[config.mk]
export PLATFORM = sky130hd
export DESIGN_NAME = uop_issue_queue
export DESIGN_NICKNAME = d
export VERILOG_FILES = /design/src/rtl/uop_pkg.sv /design/src/rtl/uop_fifo.sv /design/src/rtl/uop_issue_queue.sv
export SDC_FILE = /design/constraint.sdc
export NUM_CORES = 1
export LEC_CHECK = 0
export ABC_AREA = 1
export CORE_MARGIN = 2
export CORE_UTILIZATION = 45
export DETAILED_ROUTE_END_ITERATION = 8
export GPL_TIMING_DRIVEN = 1
export PLACE_DENSITY = 0.69
export SLEW_MARGIN = 20
export SYNTH_ARGS = -nofsm -noshare
export SYNTH_HDL_FRONTEND = slang
export SYNTH_SLANG_ARGS = --single-unit
[constraint.sdc]
create_clock -name clk -period 2.2 [get_ports clk]
set_clock_uncertainty 0.1 [all_clocks]
set_input_delay 0.66 -clock clk [delete_from_list [all_inputs] [get_ports clk]]
set_output_delay 0.66 -clock clk [all_outputs]
set_load 0.02 [all_outputs]
[src/rtl/uop_pkg.sv]
// Shared micro-op types: op codes and the request payload held in the issue FIFO.
package uop_pkg;

   localparam int unsigned UOP_W       = 64;
   localparam int unsigned UOP_TAG_W   = 4;
   localparam int unsigned UOP_SHAMT_W = $clog2(UOP_W);

   typedef enum logic [3:0] {
      OP_NOP = 4'd0,
      OP_ADD = 4'd1,
      OP_SUB = 4'd2,
      OP_AND = 4'd3,
      OP_OR  = 4'd4,
      OP_XOR = 4'd5,
      OP_SLL = 4'd6,
      OP_SRL = 4'd7,
      OP_SRA = 4'd8
   } op_t;

   typedef struct packed {
      op_t                    op;
      logic [UOP_W-1:0]       a;
      logic [UOP_W-1:0]       b;
      logic [UOP_SHAMT_W-1:0] shamt;
      logic [UOP_TAG_W-1:0]   tag;
   } uop_req_t;

   // True when the entry carries no work and should be retired without issue.
   function automatic logic is_nop(input uop_req_t r);
      return r.op == OP_NOP;
   endfunction

endpackage

[src/rtl/uop_fifo.sv]
// Circular DEPTH-entry store for micro-op requests with push/pop/flush and occupancy.
module uop_fifo
   import uop_pkg::*;
#(
   parameter int unsigned DEPTH = 4
) (
   input  logic                     clk,
   input  logic                     rst_n,
   input  logic                     flush,
   input  logic                     push,
   input  uop_req_t                 wdata,
   input  logic                     pop,
   output uop_req_t                 rdata,
   output logic [$clog2(DEPTH):0]   count
);

   localparam int unsigned PTR_W = $clog2(DEPTH);
   localparam int unsigned CNT_W = PTR_W + 1;

   uop_req_t             mem [DEPTH];
   logic [PTR_W-1:0]     wr_ptr;
   logic [PTR_W-1:0]     rd_ptr;
   logic                 do_push;
   logic                 do_pop;

   // Flush wins over any handshake in the same cycle.
   always_comb begin
      do_push = push && !flush;
      do_pop  = pop && !flush;
      rdata   = mem[rd_ptr];
   end

   // Entry storage; cleared on reset so the head reads as zero.
   always_ff @(posedge clk or negedge rst_n) begin
      if (!rst_n) begin
         for (int i = 0; i < int'(DEPTH); i++) mem[i] <= '0;
      end else if (do_push) begin
         mem[wr_ptr] <= wdata;
      end
   end

   // Pointers wrap naturally modulo DEPTH; occupancy tracked separately.
   always_ff @(posedge clk or negedge rst_n) begin
      if (!rst_n) begin
         wr_ptr <= '0;
         rd_ptr <= '0;
         count  <= '0;
      end else if (flush) begin
         wr_ptr <= '0;
         rd_ptr <= '0;
         count  <= '0;
      end else begin
         if (do_push) wr_ptr <= wr_ptr + PTR_W'(1);
         if (do_pop)  rd_ptr <= rd_ptr + PTR_W'(1);
         if (do_push && !do_pop)      count <= count + CNT_W'(1);
         else if (do_pop && !do_push) count <= count - CNT_W'(1);
      end
   end

endmodule

[src/rtl/uop_issue_queue.sv]
// In-order issue buffer: FIFO of micro-ops, NOP dropping, in-flight cap and completion tracking.
module uop_issue_queue
   import uop_pkg::*;
#(
   parameter int unsigned W            = 64,
   parameter int unsigned DEPTH        = 4,
   parameter int unsigned TAG_W        = 4,
   parameter int unsigned MAX_INFLIGHT = 2
) (
   input  logic                            clk,
   input  logic                            rst_n,
   input  logic                            flush,
   input  logic                            in_valid,
   output logic                            in_ready,
   input  op_t                             in_op,
   input  logic [W-1:0]                    in_a,
   input  logic [W-1:0]                    in_b,
   input  logic [$clog2(W)-1:0]            in_shamt,
   input  logic [TAG_W-1:0]                in_tag,
   output logic                            iss_valid,
   input  logic                            iss_ready,
   output op_t                             iss_op,
   output logic [W-1:0]                    iss_a,
   output logic [W-1:0]                    iss_b,
   output logic [$clog2(W)-1:0]            iss_shamt,
   output logic [TAG_W-1:0]                iss_tag,
   input  logic                            cmp_valid,
   output logic [$clog2(DEPTH):0]          count,
   output logic [$clog2(MAX_INFLIGHT):0]   inflight,
   output logic                            nop_drop,
   output logic                            err_cmp
);

   localparam int unsigned SH_W  = $clog2(W);
   localparam int unsigned CNT_W = $clog2(DEPTH) + 1;
   localparam int unsigned IF_W  = $clog2(MAX_INFLIGHT) + 1;

   uop_req_t wdata;
   uop_req_t head;
   logic     push;
   logic     pop;
   logic     issue;
   logic     has_entry;
   logic     head_nop;
   logic     under_cap;
   logic     rdy_q;

   uop_fifo #(
      .DEPTH (DEPTH)
   ) u_fifo (
      .clk   (clk),
      .rst_n (rst_n),
      .flush (flush),
      .push  (push),
      .wdata (wdata),
      .pop   (pop),
      .rdata (head),
      .count (count)
   );

   // Handshake decode from registered state and flush only; head data straight from storage.
   always_comb begin
      wdata.op    = in_op;
      wdata.a     = UOP_W'(in_a);
      wdata.b     = UOP_W'(in_b);
      wdata.shamt = UOP_SHAMT_W'(in_shamt);
      wdata.tag   = UOP_TAG_W'(in_tag);

      has_entry = (count != '0);
      head_nop  = has_entry && is_nop(head);
      under_cap = (inflight < IF_W'(MAX_INFLIGHT));

      in_ready  = rdy_q && (count < CNT_W'(DEPTH)) && !flush;
      nop_drop  = head_nop && !flush;
      iss_valid = has_entry && !head_nop && under_cap && !flush;

      push  = in_valid && in_ready;
      issue = iss_valid && iss_ready;
      pop   = issue || nop_drop;

      iss_op    = head.op;
      iss_a     = W'(head.a);
      iss_b     = W'(head.b);
      iss_shamt = SH_W'(head.shamt);
      iss_tag   = TAG_W'(head.tag);
   end

   // Keeps in_ready low through reset and releases it on the first clock afterwards.
   always_ff @(posedge clk or negedge rst_n) begin
      if (!rst_n) rdy_q <= 1'b0;
      else        rdy_q <= 1'b1;
   end

   // In-flight accounting; a completion with nothing outstanding is flagged sticky.
   always_ff @(posedge clk or negedge rst_n) begin
      if (!rst_n) begin
         inflight <= '0;
         err_cmp  <= 1'b0;
      end else begin
         unique case ({issue, cmp_valid})
            2'b10: inflight <= inflight + IF_W'(1);
            2'b01: begin
               if (inflight != '0) inflight <= inflight - IF_W'(1);
               else                err_cmp  <= 1'b1;
            end
            default: ;
         endcase
      end
   end

endmodule

### Yosys cells after proc, flatten, opt, wreduce, memory -nomap -nowiden

Index checks and enable logic that the tools add are counted.

* register bits after elaboration: 579
* bits of input ports: 148
* output and inout port bits: 151
* logic and storage cells: 86

* add/subtract/negate cells: 6
* $lt $le $gt $ge: 5
* eq/ne operators: 3
* mux-type cells: 15
* bitwise logic cells: 3
* reduce and logical (&&, ||, !) cells: 28

Operators with widths (count)
* $bwmux 568: 1
* $mux 142: 3
* $bmux 142 s2: 1
* $demux 142 s2: 1
* $logic_and 1x1->1: 14
* $mux 2: 5
* $mux 3: 3
* $reduce_bool 2->1: 4
* $add 2x1->2 const B: 3
* $ge 3x3->1 const B: 2
* $not 2->3: 2
* $reduce_bool 3->1: 2
* $logic_not 1->1: 4
* $logic_not 4->1: 1
* $pmux 2 s2: 1
* $reduce_and 2->1: 2
* $add 3x1->3 const B: 1
* $lt 3x1->1 const B: 1
* $lt 3x3->1 const B: 1
* $sub 3x1->3 const B: 1
* $eq 2x1->1 const B: 1
* $eq 2x2->1 const B: 1
* $lt 2x2->1 const B: 1
* $ne 2x2->1 const B: 1
* 3 further kinds: 3

### Logic depth before layout (Yosys ltp)

Gate-level depths: netlist of run 1.

* depth in word-level cells: 17
* depth in mapped cells: 19
* gate-level depth less buffers: 17

### Cells and area by module

From an unflattened synthesis of run 1, not the netlist that was laid out.

* cell total of the unflattened synthesis: 2873
* area total of the unflattened synthesis: 25004.0 um2

By module, submodules not included
* uop_fifo: times used 1, cells an instance 2836, area each 24707.4 um2, sequential area each 14388.8 um2
* uop_issue_queue: times used 1, cells an instance 37, area each 296.5 um2, sequential area each 100.1 um2

### Worst setup path after synthesis of run 1

Ideal clock, no wire load.

* kind: reg-to-output
* start: reg u_fifo.rd_ptr[0]
* end: out iss_a[21]
* arrival: 1642 ps
* required time: 1440 ps
* slack: -202 ps
* stages on the path, launching flop included: 8
* buffers on the path: 4
* path through: dfrtp_1 > buf_6 > inv_4 > buf_6 > clkbuf_1 > clkbuf_1 > o21ai_0 > o22ai_1

* longest elaborated chain between the ends: 4

Ends and longest elaborated chain
* start, declared: line uop_fifo.sv:22 `logic [PTR_W-1:0] rd_ptr;`
* start signal, assigned: line uop_fifo.sv:54 `if (do_pop) rd_ptr <= rd_ptr + PTR_W'(1);`
* $not 2->3 (not written as such): line uop_fifo.sv:30 `rdata = mem[rd_ptr];`
* $bmux 142 s2: line uop_fifo.sv:30
* $mux 142 (not written as such) (2 in a row): line uop_fifo.sv:30
* end, declared: line uop_issue_queue.sv:23 `output logic [W-1:0] iss_a,`

No other way between the ends. The select of a mux whose other input is x is not followed.

### Worst setup path in the final report of run 1

* start: reg u_fifo.rd_ptr[0]
* end: out iss_tag[0]

* longest elaborated chain between the ends: 4

Ends and longest elaborated chain
* $not 2->3 (not written as such): line uop_fifo.sv:30
* $bmux 142 s2: line uop_fifo.sv:30
* $mux 142 (not written as such) (2 in a row): line uop_fifo.sv:30
* end, declared: line uop_issue_queue.sv:26 `output logic [TAG_W-1:0] iss_tag,`

No other way between the ends. The select of a mux whose other input is x is not followed.

==> results of run 1 <==
## cells in the final DEF, fill, tap and decap left out, types with 5 or more instances in the layout
master	netlist	final
sky130_fd_sc_hd__nor2_1	284	232
sky130_fd_sc_hd__buf_6	34	134
sky130_fd_sc_hd__buf_12	0	74
sky130_fd_sc_hd__buf_16	0	12
sky130_fd_sc_hd__o21ai_2	0	33
sky130_fd_sc_hd__inv_4	1	6
sky130_fd_sc_hd__buf_4	25	117
sky130_fd_sc_hd__nand2_1	39	24
sky130_fd_sc_hd__nand2_4	1	5
sky130_fd_sc_hd__mux2_1	320	220
sky130_fd_sc_hd__inv_1	22	15
sky130_fd_sc_hd__nor2_2	1	37
sky130_fd_sc_hd__clkinv_2	0	9
sky130_fd_sc_hd__nor2_4	0	16
sky130_fd_sc_hd__clkbuf_1	89	11
sky130_fd_sc_hd__nand2_2	2	13
sky130_fd_sc_hd__o21ai_0	281	100
sky130_fd_sc_hd__mux2_2	248	248
sky130_fd_sc_hd__clkdlybuf4s50_1	0	145
sky130_fd_sc_hd__buf_8	4	6
sky130_fd_sc_hd__clkbuf_8	0	15
sky130_fd_sc_hd__nand3_2	1	8
sky130_fd_sc_hd__o22ai_2	0	132
sky130_fd_sc_hd__o21ai_1	0	146
sky130_fd_sc_hd__dlymetal6s2s_1	0	6
sky130_fd_sc_hd__dfrtp_1	579	577
sky130_fd_sc_hd__mux2_4	0	100
sky130_fd_sc_hd__clkbuf_16	0	71
sky130_fd_sc_hd__o22ai_4	0	6
sky130_fd_sc_hd__nand3_1	12	5
## layer usage
metal / track usage (%) / vias to the layer above
met5: 0 / -
met4: 7.40 / 8
met3: 3.61 / 132
met2: 39.5 / 447
met1: 31.7 / 9695
li1: - / 8309
## final cells by class
class                           instances  area (sq um)  area share (%)
Inverter                               24           118           0.330
Clock buffer                           89          1820            5.12
Tap cell                              756           946            2.66
Sequential cell                       579         14500            40.7
Clock inverter                         16           189           0.530
Multi-Input combinational cell       1348         12000            33.6
Timing Repair inverter                  1          11.3          0.0316
Timing Repair Buffer                  508          6050            17.0
## cell families after synthesis
| logic type | Yosys count | synth area share, % |
|---|---|---|
| DFF | 579 | 56.2 |
| AOI/OAI and AO/OA | 423 | 8.94 |
| buffers and inverters | 178 | 4.14 |
| adders and majority gates | 5 | 0.272 |
| xor gates and xnor gates | 1 | 0.0340 |
| muxes | 568 | 24.8 |
| other | 1 | 0.0145 |
| and+or+nand+nor | 350 | 5.63 |
## power by group through the flow
stage | sequential, mW | clock [mW] | combinational, mW
global route | 15.7 | 11.1 | 24.9
global placement | 15.1 | 0 | 20.3
finish | 15.4 | 10.4 | 23.5
floorplan | 14.9 | 0 | 12.1
detailed placement | 15.3 | 0 | 20.6
CTS | 15.2 | 10.6 | 21.6
## flip-flops by register name (all words and copies together) (netlist names)
name / cells
u_fifo.mem: 568
rdy_q: 1
inflight: 2
u_fifo.wr_ptr: 2
err_cmp: 1
u_fifo.count: 3
u_fifo.rd_ptr: 2
## critical path, delay by kind of cell (launching register included)
kind | cells | cell delay (ns)
buffers and inverters | 4 | 0.63
DFF | 1 | 0.58
and+or+nand+nor | 1 | 0.05
AOI/OAI and AO/OA | 1 | 0.29
## metrics by stage
stage	TNS, ns	std cells	utilization (%)	hold slack [ns]	setup slack, ns
floorplan	-7.49	2105	-	0.264	-0.0331
global placement	-339.99	3181	57.1	0.361	-0.705
detailed placement	-353.28	3181	57.1	0.369	-0.675
CTS	-104.52	3306	61.6	0.371	-0.796
global route	-101.75	3321	63.1	0.356	-0.805
finish	-91.07	3321	63.1	0.362	-0.745
## how the worst min path moves through the flow
stage	startpoint	to	slack, ns
floorplan	rst_n	err_cmp$_DFFE_PN0P_	0.26
global placement	u_fifo.mem[202]$_DFFE_PN0P_	u_fifo.mem[202]$_DFFE_PN0P_	0.36
detailed placement	u_fifo.mem[353]$_DFFE_PN0P_	u_fifo.mem[353]$_DFFE_PN0P_	0.37
CTS	rst_n	u_fifo.mem[47]$_DFFE_PN0P_	0.37
global route	flush	u_fifo.rd_ptr[0]$_DFFE_PN0P_	0.36
finish	flush	u_fifo.rd_ptr[0]$_DFFE_PN0P_	0.36
## cells in the mapped netlist (12+ instances only)
| cell | count |
|---|---|
| sky130_fd_sc_hd__buf_4 | 25 |
| sky130_fd_sc_hd__buf_6 | 34 |
| sky130_fd_sc_hd__clkbuf_1 | 89 |
| sky130_fd_sc_hd__dfrtp_1 | 579 |
| sky130_fd_sc_hd__inv_1 | 22 |
| sky130_fd_sc_hd__mux2_1 | 320 |
| sky130_fd_sc_hd__mux2_2 | 248 |
| sky130_fd_sc_hd__nand2_1 | 39 |
| sky130_fd_sc_hd__nand3_1 | 12 |
| sky130_fd_sc_hd__nor2_1 | 284 |
| sky130_fd_sc_hd__o21ai_0 | 281 |
| sky130_fd_sc_hd__o22ai_1 | 138 |
## timing repair
action,in CTS,in global routing
resized for setup,784,438
hold endpoints to repair,23,0
setup endpoints to repair,158,159
buffers inserted,12,7
pin swaps,29,43
hold buffers,1,0
cloned,7,12
==> metrics.md, run 1 <==
| Metric | Value |
|---|---|
| Run status | `finished, violations left` |
| Violated checks | `setup timing` |
| Pint | `31.3 mW` |
| Fillcell total | `4214` |
| Residual DRC | `0` |
| Worst hold path depth | `3` |
| Peak supply drop | `1.13 mV` |
| CTS Sinks | `579` |
| Number of nets with antenna violations after routing | `0` |
| Ordered cell list for the critical path | `inv_12 > buf_16 > buf_6 > nor2_1 > o22ai_2 > buf_6` |
| Count of yosys warnings during synthesis | `0` |
| Layout-stage area growth over the synthesis result | `38.1%` |
| Minimum setup slack among reg-to-reg paths | `-0.43 ns` |
| Number of nets in the layout | `2676` |
| Number of levels the H-tree was split into | `2` |
| Fin worst setup slack | `-0.745 ns` |
| Post-synthesis async set-or-reset flop share | `100%` |
| IO buf count | `298` |
| Routability congestion estimate from global placement | `0.794` |
| Die outline height | `243 um` |
| Wl on met1 | `31.6 mm` |
| Max-slew violations | `0` |
| P per Cell Area | `1380 nW/um^2` |
| Capturing instance or port of the critical path | `iss_tag[0]` |
| Number of library cell types mapped by synthesis | `34` |
| Number of iterations in the first detailed-routing pass | `5` |
| Overflow after GRT | `0` |
| Origin of the worst setup path | `u_fifo.rd_ptr[0]$_DFFE_PN0P_` |
| Inserted Clock Buffers | `61` |
| Width of the chip | `243 um` |
| Overall via count from detail_route | `18600` |
| Number of enable flip-flop cells after synthesis | `0` |
| Post-detail-place hpwl | `45.5 mm` |
| Most used flip-flop cell after synthesis | `sky130_fd_sc_hd__dfrtp_1` |
| CP max stage delay | `0.58 ns` |
| Time the final worst path needs with I/O delays and setup | `2.95 ns` |
| Final count of negative-setup-slack endpoints | `150` |
| Global-route wire length before repair | `112 mm` |
| Synth area leaders | `sky130_fd_sc_hd__dfrtp_1 (56%), sky130_fd_sc_hd__mux2_1 (14%), sky130_fd_sc_hd__mux2_2 (11%)` |
| Hold Fails Final Rpt | `0` |
| Cell with the largest stage delay on the worst path | `sky130_fd_sc_hd__dfrtp_4` |
| Io pins | `299` |
| MaxCap Viol Count | `0` |
| Pin count of the biggest net entering global routing | `75` |
| Detail-routed via count per cell | `5.60` |
| Synth Register Bits | `579` |
| Routed met2 length | `34.8 mm` |
| Met3 wire length | `3.51 mm` |
| Clock-pin slew on the worst setup and hold paths | `0.06 ns` |
| Total Power Consumption | `49.3 mW` |
| Area of the mapped netlist | `25800 sq um` |
| Path category of the worst min-delay check | `in -> reg` |
| Mean post-synth cell area | `12.3 sq um` |
| Endpoint of the worst register-to-register path | `u_fifo.count[2]$_DFFE_PN0P_` |
| Total track usage | `23.6%` |
| Data required time of the critical path | `1.44 ns` |
| Cell type contributing the most total cell area after synthesis | `sky130_fd_sc_hd__dfrtp_1` |
| Effective utilization at floorplan | `45.7%` |
| Worst Path Arrival | `2.19 ns` |
| Fraction of power spent switching nets | `36.5%` |
| Area of the core | `56500 sq um` |
| Dpl cell area | `32200 sq um` |
| Vias in the first global route | `19800` |
| Startpoint class of the critical path | `flop` |
| Number of inserted diodes | `0` |
| Switch Pwr | `18.0 mW` |
| Unrepaired setup endpoints after global routing | `yes` |
| Number of cells on the worst reg-to-reg path | `17` |
| Synthesized netlist net count | `2258` |
| Part of the total power dissipated in sequential elements | `31.2%` |
| Clk Tree Root Cell | `sky130_fd_sc_hd__clkbuf_16` |
| Total non-filler cell area in the finished layout | `35600 sq um` |
| Cells after synthesis | `2105` |
| Max clock buf depth | `3` |
| Highest metal layer used by the detailed router | `met5` |
| Maximum clock frequency | `0.340 GHz` |
| DIE AREA | `59200 sq um` |
| Initial antenna violation count | `4` |
| Yosys top cell area share | `56.2%` |
| Kind of capture point of the worst setup path | `output pin` |
| Register area share after synthesis | `56.2%` |
| Period utilization | `134%` |
| Number of DRC markers in iteration 0 | `1020` |
| Class of the most critical setup path | `reg -> out` |
| TritonCTS clock tree | `built` |
| Site row count | `87` |
| Gate power share | `47.7%` |
| Critical path's most frequent cell | `sky130_fd_sc_hd__buf_6` |
| Detailed-route wire length | `71.9 mm` |
| Share of cells above drive strength 1 | `41.9%` |
| Clock network power share | `21.1%` |
| Startpoint of the worst register-to-register path | `u_fifo.rd_ptr[0]$_DFFE_PN0P_` |
| Leakage | `16.8 nW` |
| Clk Latency, worst-skew pair | `0.62 ns` |
| Drt wl/cell | `21.7 um` |
| Crit-path max FO | `7` |
No activity file was read; power rests on OpenSTA's default activity.
==> inputs of run 2 (changes only) <==
--- a/config.mk
+++ b/config.mk
@@ -9,7 +9,7 @@
 export CORE_MARGIN = 2
 export CORE_UTILIZATION = 45
 export DETAILED_ROUTE_END_ITERATION = 8
-export GPL_TIMING_DRIVEN = 1
+export GPL_TIMING_DRIVEN = 0
 export PLACE_DENSITY = 0.69
 export SLEW_MARGIN = 20
 export SYNTH_ARGS = -nofsm -noshare
==> run 2 against run 1 <==
The flow still finishes with violations (setup timing). Sequential share of layout area is 0.54 points higher. Non-clock buffer count is 29 lower. Via count is 0.32% lower. Cell count is 0.60% lower. Global-route usage is 1.9 points higher. Power is 0.69% higher. Hold slack worse by 0.031 ns. Core utilization is 0.86 points lower. Die area stayed put. Clock power hardly changed. Highest routed layer unchanged.
==> metrics.md, run 2 (synthesis results as in run 1) <==
| Metric | Value |
|---|---|
| Final count of negative-setup-slack endpoints | `697` |
| Number of DRC markers in iteration 0 | `953` |
| Kind of capture point of the worst setup path | `output pin` |
| TritonCTS clock tree | `built` |
| Pin count of the biggest net entering global routing | `103` |
| Global-route wire length before repair | `117 mm` |
| Worst Path Arrival | `2.18 ns` |
| Period utilization | `134%` |
| Number of iterations in the first detailed-routing pass | `5` |
| MaxCap Viol Count | `0` |
| Crit-path max FO | `8` |
| Number of nets in the layout | `2646` |
| DIE AREA | `59200 sq um` |
| Largest register by flop count | `u_fifo.mem` |
| Time the final worst path needs with I/O delays and setup | `2.94 ns` |
| Post-detail-place hpwl | `49.5 mm` |
| Run status | `finished, violations left` |
| CP max stage delay | `0.39 ns` |
| Fin worst setup slack | `-0.739 ns` |
| Cell with the largest stage delay on the worst path | `sky130_fd_sc_hd__dfrtp_1` |
| Commonest non-fill, non-tap cell in the layout | `sky130_fd_sc_hd__dfrtp_1` |
| Total track usage | `25.5%` |
| Number of nets with antenna violations after routing | `0` |
| Ordered cell list for the critical path | `buf_6 > inv_8 > buf_12 > clkbuf_16 > clkbuf_16 > nor2_1 > o22ai_2 > buf_6` |
| Fillcell total | `4292` |
| Transition time at the pin with the least slew margin | `0.553 ns` |
| Largest delay contributor family on the critical path | `buffers and inverters` |
| Post-placement cell count | `3165` |
| Class of the most critical setup path | `reg -> out` |
| Layout-stage area growth over the synthesis result | `36.2%` |
| Overall via count from detail_route | `18500` |
| Residual DRC | `0` |
| Startpoint class of the critical path | `flop` |
| Width of the chip | `243 um` |
| Worst path buffer plus inverter count | `6` |
| Overflow after GRT | `0` |
| Leakage | `16.6 nW` |
| Site row count | `87` |
| Area of the core | `56500 sq um` |
| Max clock buf depth | `3` |
| Clk Tree Root Cell | `sky130_fd_sc_hd__clkbuf_16` |
| Post-Place Worst Slack | `-1.74 ns` |
| Io pins | `299` |
| Initial antenna violation count | `16` |
| Clk Latency, worst-skew pair | `0.62 ns` |
| Effective utilization at floorplan | `45.7%` |
| Inserted Clock Buffers | `61` |
| Non-filler instance count after layout | `3301` |
| Routability congestion estimate from global placement | `0.839` |
| Slew margin rel. | `63.1%` |
| Detailed-route wire length | `76.5 mm` |
| Maximum clock frequency | `0.340 GHz` |
| Unrepaired setup endpoints after global routing | `yes` |
| Share of cells above drive strength 1 | `40.7%` |
| Max FFs per register | `568` |
| Clock-pin slew on the worst setup and hold paths | `0.06 ns` |
| Violated checks | `setup timing` |
| Most used cells in the layout excluding fill and tap cells | `sky130_fd_sc_hd__dfrtp_1 (579), sky130_fd_sc_hd__mux2_2 (248), sky130_fd_sc_hd__nor2_1 (234)` |
| Max-slew violations | `0` |
| CTS Sinks | `579` |
| Data required time of the critical path | `1.44 ns` |
| IO buf count | `298` |
| Largest registers ranked by flip-flop count | `u_fifo.mem: 568 flops, u_fifo.count: 3 flops` |
| Drt wl/cell | `23.2 um` |
| Die outline height | `243 um` |
| P per Cell Area | `1410 nW/um^2` |
| Worst hold slack across all endpoints | `0.331 ns` |
| Path category of the worst min-delay check | `in -> async` |
| Number of levels the H-tree was split into | `2` |
| Hold Fails Final Rpt | `0` |
| Vias in the first global route | `19600` |
| Peak supply drop | `0.846 mV` |
| Detail-routed via count per cell | `5.61` |
==> run 2: cell count changes in the layout (fill, tap and decap cells not counted), sizes merged <==
cell and delta:
clkbuf +77, clkdlybuf4s50 +6, clkinvlp -1, buf -104, bufinv -3, clkinv +3
dlymetal6s2s -5, diode +6, dlygate4sd2 +1
==> run 2: layout make-up <==
cell class,instances,area (sq um),area share (%)
inverter,24,105,0.299
sequential,579,14500,41.2
buffer,154,2040,5.81
tap,756,946,2.69
timing repair buffer,325,3620,10.3
clock buffer,93,1920,5.46
clock inverter,16,115,0.328
multi-input combinational,1348,11900,33.8
antenna,6,15.0,0.0427
==> run 2: report_power, final <==
part	switching (mW)	internal, mW
sequential	1.66	13.7
clock	4.31	6.08
combinational	12.3	11.7
==> run 2: worst paths after layout <==
path,start,endpoint,slack (ns),cells past startpoint
max in group asynchronous,rst_n,u_fifo.mem[122]$_DFFE_PN0P_,0.07,5
hold / removal,rst_n,u_fifo.mem[189]$_DFFE_PN0P_,0.33,2
setup / recovery,u_fifo.rd_ptr[0]$_DFFE_PN0P_,iss_a[19],-0.74,8
min in group clk,err_cmp$_DFFE_PN0P_,err_cmp$_DFFE_PN0P_,0.38,1
setup reg to reg,u_fifo.rd_ptr[0]$_DFFE_PN0P_,u_fifo.count[2]$_DFFE_PN0P_,-0.40,18
hold reg to reg,err_cmp$_DFFE_PN0P_,err_cmp$_DFFE_PN0P_,0.38,1
==> run 2: repair_timing <==
item | CTS | global route
hold buffers | 1 | 0
setup buffers | 4 | 2
endpoints found under the hold margin | 5 | 0
pin swaps | 79 | 38
gates resized for setup | 1151 | 226
gates cloned | 9 | 5
setup endpoints to repair | 712 | 823
==> run 2: metal layers <==
metal  track usage, %  vias to the layer above  share of wire (%)
met5                0                        -               0.18
met4             7.99                       20                2.8
met3             5.44                      154                5.7
met2             41.5                      441                 48
met1             34.1                     9669                 43
li1                 -                     8247                  -
==> run 2: per-stage QoR <==
stage	util [%]	setup TNS, ns	power, mW	area (sq um)
floorplan	-	-7.49	27.0	27100
global placement	55.0	-	35.2	31100
detailed placement	55.3	-665.13	35.6	31200
CTS	61.1	-173.38	48.2	34500
global route	62.2	-220.83	51.9	35100
finish	62.2	-166.55	49.6	35100
==> inputs of run 3 (changes only) <==
--- a/config.mk
+++ b/config.mk
@@ -9,9 +9,11 @@
 export CORE_MARGIN = 2
 export CORE_UTILIZATION = 45
 export DETAILED_ROUTE_END_ITERATION = 8
+export GPL_ROUTABILITY_DRIVEN = 0
 export GPL_TIMING_DRIVEN = 0
 export PLACE_DENSITY = 0.69
 export SLEW_MARGIN = 20
 export SYNTH_ARGS = -nofsm -noshare
 export SYNTH_HDL_FRONTEND = slang
 export SYNTH_SLANG_ARGS = --single-unit
+export TNS_END_PERCENT = 20
==> run 3 against run 2 <==
The flow still finishes with violations (setup timing). Design area grew 2.8%. Clock power is essentially flat. Maximum frequency grew 1.8%.
==> metrics.md, run 3 (synthesis results as in run 1) <==
| Metric | Value |
|---|---|
| Leakage | `17.0 nW` |
| Fraction of power spent switching nets | `37.5%` |
| Site row count | `87` |
| Final count of negative-setup-slack endpoints | `723` |
| Period utilization | `131%` |
| Gate power share | `49.1%` |
| Number of DRC markers in iteration 0 | `1134` |
| Number of nets with antenna violations after routing | `0` |
| Inserted Clock Buffers | `66` |
| Worst hold slack across all endpoints | `0.377 ns` |
| Residual DRC | `0` |
| Clk Latency, worst-skew pair | `0.60 ns` |
| Clock-pin slew on the worst setup and hold paths | `0.06 ns` |
| Share of the core filled with cells | `64.0%` |
| Initial antenna violation count | `8` |
| Post-placement cell count | `3166` |
| Drt wl/cell | `23.8 um` |
| CTS Sinks | `579` |
| Hold Fails Final Rpt | `0` |
| Total non-filler cell area in the finished layout | `36100 sq um` |
| Switch Pwr | `19.3 mW` |
| Pin count of the biggest net entering global routing | `104` |
| Max-slew violations | `0` |
| Ordered cell list for the critical path | `buf_6 > clkinv_8 > buf_12 > clkbuf_16 > clkbuf_16 > o21ai_2 > o22ai_2 > buf_6` |
| TritonCTS clock tree | `built` |
| Crit-path max FO | `10` |
| Largest register by flop count | `u_fifo.mem` |
| Post-Place Worst Slack | `-2.00 ns` |
| Pint | `32.1 mW` |
| Run status | `finished, violations left` |
| Slew margin rel. | `63.1%` |
| Cell with the largest stage delay on the worst path | `sky130_fd_sc_hd__dfrtp_1` |
| Max FFs per register | `568` |
| Number of levels the H-tree was split into | `3` |
| Class of the most critical setup path | `reg -> out` |
| Area of the core | `56500 sq um` |
| Share of cells above drive strength 1 | `42.5%` |
| Detailed-route wire length | `79.4 mm` |
| MaxCap Viol Count | `0` |
| Commonest non-fill, non-tap cell in the layout | `sky130_fd_sc_hd__dfrtp_1` |
| Most used cells in the layout excluding fill and tap cells | `sky130_fd_sc_hd__dfrtp_1 (579), sky130_fd_sc_hd__mux2_1 (320), sky130_fd_sc_hd__mux2_2 (248)` |
| Vias in the first global route | `19900` |
| Non-filler instance count after layout | `3329` |
| Clk Tree Root Cell | `sky130_fd_sc_hd__clkbuf_16` |
| Transition time at the pin with the least slew margin | `0.554 ns` |
| Total track usage | `26.3%` |
| Clock network power share | `20.6%` |
| Path category of the worst min-delay check | `reg -> reg` |
| Fin Setup TNS | `-189.24 ns` |
| P per Cell Area | `1420 nW/um^2` |
| Overall via count from detail_route | `19000` |
| Dpl cell area | `30500 sq um` |
| Violated checks | `setup timing` |
| Number of iterations in the first detailed-routing pass | `5` |
| Layout-stage area growth over the synthesis result | `40.1%` |
| Maximum clock frequency | `0.346 GHz` |
| Total Power Consumption | `51.4 mW` |
| Kind of capture point of the worst setup path | `output pin` |
| CP max stage delay | `0.37 ns` |
| Number of nets in the layout | `2686` |
| Time the final worst path needs with I/O delays and setup | `2.89 ns` |
| Effective utilization at floorplan | `45.7%` |
| Detail-routed via count per cell | `5.71` |
| Startpoint class of the critical path | `flop` |
| Max clock buf depth | `3` |
| Peak supply drop | `0.992 mV` |
| Part of the total power dissipated in sequential elements | `30.3%` |
| DIE AREA | `59200 sq um` |
| Worst Path Arrival | `2.13 ns` |
| Width of the chip | `243 um` |
| Post-detail-place hpwl | `49.2 mm` |
| Global-route wire length before repair | `120 mm` |
| Overflow after GRT | `0` |
| Largest registers ranked by flip-flop count | `u_fifo.mem: 568 flops, u_fifo.count: 3 flops` |
| Data required time of the critical path | `1.44 ns` |
| Io pins | `299` |
| Unrepaired setup endpoints after global routing | `yes` |
| IO buf count | `298` |
| Die outline height | `243 um` |
| Fin worst setup slack | `-0.687 ns` |
==> run 3: critical path: cells and delay by family (launching register included) <==
kind / cells / cell delay, ns
AO/OA/AOI/OAI: 2 / 0.24
flip-flops: 1 / 0.37
buffers and inverters: 6 / 0.91
==> run 3: worst paths after layout <==
path / cells after the start / end / slack (ns) / startpoint
setup reg to reg: 19 / u_fifo.count[2]$_DFFE_PN0P_ / -0.39 / u_fifo.rd_ptr[0]$_DFFE_PN0P_
max in group asynchronous: 4 / u_fifo.mem[400]$_DFFE_PN0P_ / 0.28 / rst_n
hold / removal: 1 / err_cmp$_DFFE_PN0P_ / 0.38 / err_cmp$_DFFE_PN0P_
hold reg to reg: 1 / err_cmp$_DFFE_PN0P_ / 0.38 / err_cmp$_DFFE_PN0P_
min in group asynchronous: 2 / u_fifo.mem[54]$_DFFE_PN0P_ / 0.46 / rst_n
setup / recovery: 8 / iss_a[33] / -0.69 / u_fifo.rd_ptr[0]$_DFFE_PN0P_
==> run 3: layer usage <==
layer	part of all wire, %	global-route usage, %	up-vias
met4	3.0	8.82	14
met5	0.12	0	-
met3	5.6	5.60	154
met2	49	44.0	522
met1	42	34.1	9982
li1	-	-	8323
==> run 3: cell type report <==
type	instances	area, sq um
clock buffers	97	1930
clock inverters	10	106
inverters	24	115
multi-input cells	1348	12300
diodes	1	2.50
fillers	4116	20400
flip-flops and latches	579	14500
well taps	756	946
plain buffers	154	2180
repair buffers	360	4080
==> run 3: power groups by stage <==
stage | clock, mW | sequential [mW] | combinational, mW
2_1_floorplan | 0 | 14.8 | 11.1
3_3_place_gp | 0 | 15.1 | 19.1
3_5_place_dp | 0 | 15.2 | 19.4
4_1_cts | 10.8 | 15.2 | 22.8
5_1_grt | 11.2 | 15.9 | 26.6
6_report | 10.6 | 15.6 | 25.2
==> run 3: repair_timing <==
action | in CTS | in global routing
hold buffers | 1 | 0
gates resized for setup | 1270 | 427
hold endpoints to repair | 44 | 0
gates cloned | 27 | 7
endpoints found under the setup margin | 719 | 726
setup buffers | 11 | 9
pin swaps | 64 | 75
